--- src/rtl/conv_read_sched.sv ---
// Read-side scheduler for SRAM group A: sweeps 2x2-block windows of a 7x7 block map
// in raster order, one bank-rotated 4-bank read per window, under valid/ready.
module conv_read_sched #(
   parameter int unsigned BLK_DIM   = 7,
   parameter int unsigned BANK_COLS = 4,
   parameter int unsigned ADDR_BW   = 6,
   parameter int unsigned STEP_BW   = 3
) (
   input  logic               clk,
   input  logic               rst,
   input  logic               start,
   input  logic               out_ready,
   output logic               busy,
   output logic               done,
   output logic [ADDR_BW-1:0] sram_raddr_a0,
   output logic [ADDR_BW-1:0] sram_raddr_a1,
   output logic [ADDR_BW-1:0] sram_raddr_a2,
   output logic [ADDR_BW-1:0] sram_raddr_a3,
   output logic               win_valid,
   output logic [1:0]         win_sel,
   output logic [STEP_BW-1:0] win_oy,
   output logic [STEP_BW-1:0] win_ox
);

   localparam int unsigned LAST_STEP = BLK_DIM - 2;

   typedef enum logic [1:0] {
      IDLE = 2'd0,
      RUN  = 2'd1,
      FIN  = 2'd2
   } state_t;

   state_t             state;
   logic [STEP_BW-1:0] ny, nx;
   logic               issued;

   logic               stall_c, issue_c, accept_c;
   logic [STEP_BW-1:0] sel_y_c, sel_x_c;

   assign stall_c  = win_valid & ~out_ready;
   assign issue_c  = (state == RUN) & ~stall_c & ~issued;
   assign accept_c = win_valid & out_ready;

   // Address in bank {py,px} of the one neighbourhood block of step (by,bx) that lives there.
   function automatic logic [ADDR_BW-1:0] bank_addr(input logic [STEP_BW-1:0] by,
                                                    input logic [STEP_BW-1:0] bx,
                                                    input logic py,
                                                    input logic px);
      logic [STEP_BW-1:0] r, c;
      r = by + STEP_BW'(py ^ by[0]);
      c = bx + STEP_BW'(px ^ bx[0]);
      return ADDR_BW'(r >> 1) * ADDR_BW'(BANK_COLS) + ADDR_BW'(c >> 1);
   endfunction

   // A stall re-reads the presented window so rdata stays stable next cycle.
   always_comb begin
      sel_y_c = win_oy;
      sel_x_c = win_ox;
      if (issue_c) begin
         sel_y_c = ny;
         sel_x_c = nx;
      end
      sram_raddr_a0 = bank_addr(sel_y_c, sel_x_c, 1'b0, 1'b0);
      sram_raddr_a1 = bank_addr(sel_y_c, sel_x_c, 1'b0, 1'b1);
      sram_raddr_a2 = bank_addr(sel_y_c, sel_x_c, 1'b1, 1'b0);
      sram_raddr_a3 = bank_addr(sel_y_c, sel_x_c, 1'b1, 1'b1);
      if (state == IDLE) begin
         sram_raddr_a0 = '0;
         sram_raddr_a1 = '0;
         sram_raddr_a2 = '0;
         sram_raddr_a3 = '0;
      end
   end

   always_ff @(posedge clk) begin
      if (rst) begin
         state     <= IDLE;
         busy      <= 1'b0;
         done      <= 1'b0;
         win_valid <= 1'b0;
         win_sel   <= '0;
         win_oy    <= '0;
         win_ox    <= '0;
         ny        <= '0;
         nx        <= '0;
         issued    <= 1'b0;
      end else begin
         case (state)
            IDLE: begin
               done <= 1'b0;
               if (start) begin
                  state     <= RUN;
                  busy      <= 1'b1;
                  win_valid <= 1'b0;
                  win_sel   <= '0;
                  win_oy    <= '0;
                  win_ox    <= '0;
                  ny        <= '0;
                  nx        <= '0;
                  issued    <= 1'b0;
               end
            end
            RUN: begin
               if (issue_c) begin
                  win_valid <= 1'b1;
                  win_oy    <= ny;
                  win_ox    <= nx;
                  win_sel   <= {ny[0], nx[0]};
                  if (nx == STEP_BW'(LAST_STEP)) begin
                     nx <= '0;
                     if (ny == STEP_BW'(LAST_STEP)) issued <= 1'b1;
                     else                           ny     <= ny + STEP_BW'(1);
                  end else begin
                     nx <= nx + STEP_BW'(1);
                  end
               end else if (accept_c) begin
                  win_valid <= 1'b0;
                  if (issued) begin
                     state <= FIN;
                     done  <= 1'b1;
                  end
               end
            end
            FIN: begin
               state <= IDLE;
               busy  <= 1'b0;
               done  <= 1'b0;
            end
            default: begin
               state <= IDLE;
               busy  <= 1'b0;
               done  <= 1'b0;
            end
         endcase
      end
   end

endmodule

--- config.mk ---
export PLATFORM = sky130hd
export DESIGN_NAME = conv_read_sched
export DESIGN_NICKNAME = d
export VERILOG_FILES = /design/src/rtl/conv_read_sched.sv
export SDC_FILE = /design/constraint.sdc
export NUM_CORES = 1
export LEC_CHECK = 0
export BUFFER_PORTS_ARGS = -buffer_cell sky130_fd_sc_hd__buf_2
export CAP_MARGIN = 25
export CORE_ASPECT_RATIO = 0.75
export CORE_MARGIN = 2
export CORE_UTILIZATION = 30
export CTS_CLUSTER_SIZE = 30
export DETAILED_ROUTE_END_ITERATION = 10
export GPL_TIMING_DRIVEN = 0
export SYNTH_ARGS = -nofsm -noshare
export SYNTH_HDL_FRONTEND = slang
export SYNTH_SLANG_ARGS = --single-unit
--- constraint.sdc ---
create_clock -name clk -period 4 [get_ports clk]
set_clock_uncertainty 0.2 [all_clocks]
set_input_delay 0.4 -clock clk [delete_from_list [all_inputs] [get_ports clk]]
set_output_delay 0.4 -clock clk [all_outputs]
set_load 0.01 [all_outputs]
==> flow_summary.ini <==
[run_status]
status = finished, final reports clean

[yosys]
yosys_warnings = 0
synth_top_family_by_area = simple AND/OR/NAND/NOR gates
synth-simple-area-share = 0.217
yosys.area.top_type = dfxtp_1
synth_compound_area_frac = 0.195
synthMuxAreaShare = 0.0589
synthTopCellsByArea = dfxtp_1 34%, buf_4 11%, a22o_1 4.4%
async_reset_ff_frac = 0
synthesis.area_um2 = 1190
seq_area_frac_synth = 0.337
synth_edf_count = 0
netlist_instances = 133
ys_types = 39
synthAdderAreaFrac = 0.0421
synth-seq-cells = 20
synth_top_area_frac = 0.337
ys.flop_type = dfxtp_1
syn_area_per_cell_um2 = 8.94
synthXorXnorAreaFrac = 0.00737

[floorplan]
coreArea_um2 = 3730
die_w_um = 76.7
row_count = 19
initial_core_util = 0.318
design.die.area_um2 = 4490
pin_count = 39
die_h_um = 58.5

[detailed_routing]
wl_per_cell_um = 12.0
ant_nets = 0
wirelength_mm = 2.70
via_per_inst = 4.47
num_vias = 1005
drt_first_pass_iters = 4
drc = 0
drtIter0Drc = 32

[setup_path]
regToRegStartpoint = state[0]
critPathLaunchType = flip-flop
worstPathRequired_ps = 3400
cp.arrival_ps = 2530
critical_path_class = reg -> out
path_max_fanout = 10
crit_path_end_kind = output pin
crit_start = state[1]
rrSetupSlack_ps = 2270

[cts]
cts_tree = yes
clock_path_buffers = 2
root_buffer = clkbuf_8
post-cts-setup-buffers = 0
clkSlewWorstSetupHoldPaths_ps = 70
cts_hold_buf = 0
h-tree-depth = 1
clkLatencyLatePin_ps = 260
cts.repair.resized = 0
cts_sinks = 20
cts_made_buffers = 3

[timing]
finalSetupViolations = 0
fmax_mhz = 320
worst_slack_ps = 870
drv_slew = 0
rsz0062_at_grt = no
whs_ps = 270
period_minus_slack_ps = 3130
post-route-period-util = 0.782
tns_ps = 0
timing_hold_violations_final = 0
max_slew_margin = 0.609
worst_pin_slew_ps = 585

[grt]
grt.total_usage = 0.122
grt_pass1_vias = 925
grt_overflow = 0
grt_pass1_wl_mm = 4.37
antenna_found_initial = 0
grt_max_degree = 11

[finish]
drive_above_1_share = 0.353
nets = 183
mostFrequentLayoutCells = 31 x buf_2, 20 x dfxtp_1, 17 x buf_4
final_common_cell = buf_2
diodes = 0
fin_area_um2 = 1470
syn2layout_area_growth_pct = 23.8
fill_cells = 395

[pwr]
worst_ir_drop_vdd_uv = 155
power.share.clock = 0.329
internal_power_w = 0.000296
switching_power_w = 0.000105
p_per_area_nw_per_um2 = 272
seqPwrFrac = 0.522
power_frac_comb = 0.149
leakage_nw = 0.706
switching_share = 0.261

[min_path]
min_from = out_ready
holdCritPathClass = in -> reg

[place]
post-place-ws_ps = 1050
dp.final_hpwl_mm = 2.03
placedInstanceArea_um2 = 1430
place_congestion = 0.810
port_buffers = 30

[run]
max-cap-violations = 0
==> worst paths after layout <==
kind / cells past startpoint / to
max reg2reg: 5 / win_ox[2]
min reg2reg: 2 / win_sel[1]
min: 3 / state[1]
max: 8 / sram_raddr_a1[3]
==> cell type report <==
class	instances	area, um2	share of cell area
buffer	21	144	0.0978
clock buffer	3	41.3	0.0281
timing repair buffer	30	150	0.102
multi-input combinational	93	648	0.440
tap	52	65.1	0.0442
inverter	6	22.5	0.0153
sequential	20	400	0.272
==> logic make-up after synthesis <==
logic type	count (synthesis)
flip-flops	20
AND/OR/NAND/NOR	39
adder cells (fa/ha/maj)	4
multiplexers	6
buffers and inverters	27
AO/OA/AOI/OAI	35
XOR/XNOR	1
other	1
==> flip-flops by register name, summed over array words and instances, names as in the netlist <==
name / flops
ny: 3
win_sel: 2
done: 1
win_ox: 3
issued: 1
state: 2
busy: 1
win_valid: 1
nx: 3
win_oy: 3
==> critical path, cell delays in order, from the launching register on <==
cell	delay [ps]
dfxtp_1	300
buf_2	190
nor3_4	500
mux2_4	360
ha_1	210
or2_2	290
mux2i_1	180
buf_4	140
buf_2	120
==> Yosys cell counts (2+ instances only) <==
cell      instances
nor2_1            8
o31ai_1           3
mux2i_1           4
inv_1             6
o21ai_0           8
o21a_1            2
clkbuf_1          3
and2b_1           2
nand3_1           3
nand2b_1          2
ha_1              4
dfxtp_1          20
nor3_1            4
or2_2             2
nand4b_1          2
a21oi_1           8
buf_4            17
a31oi_1           3
mux2_4            2
a22o_1            6
nand2_1           4
nor2b_1           3
==> per-layer routing <==
metal | track usage | up-vias | share of wire
met1 | 0.175 | 443 | 0.56
met5 | 0 | - | 0
met3 | 0.0368 | 3 | 0.060
li1 | - | 532 | -
met2 | 0.174 | 27 | 0.37
met4 | 0.0390 | 0 | 0.0078
==> through the flow <==
stage               cells  utilization  power, W
finish                225        0.394  0.000400
global route          225        0.394  0.000420
CTS                   225        0.394  0.000406
detailed placement    222        0.383  0.000273
global placement      222        0.383  0.000273
floorplan             140            -  0.000258
==> power groups by stage <==
stage	clock (W)	combinational [W]	sequential (W)
floorplan	0	0.0000446	0.000213
global placement	0	0.0000596	0.000213
detailed placement	0	0.0000594	0.000213
CTS	0.000137	0.0000598	0.000209
global route	0.000144	0.0000668	0.000209
finish	0.000131	0.0000597	0.000209
Note: power is estimated with default switching activity, not from simulation.
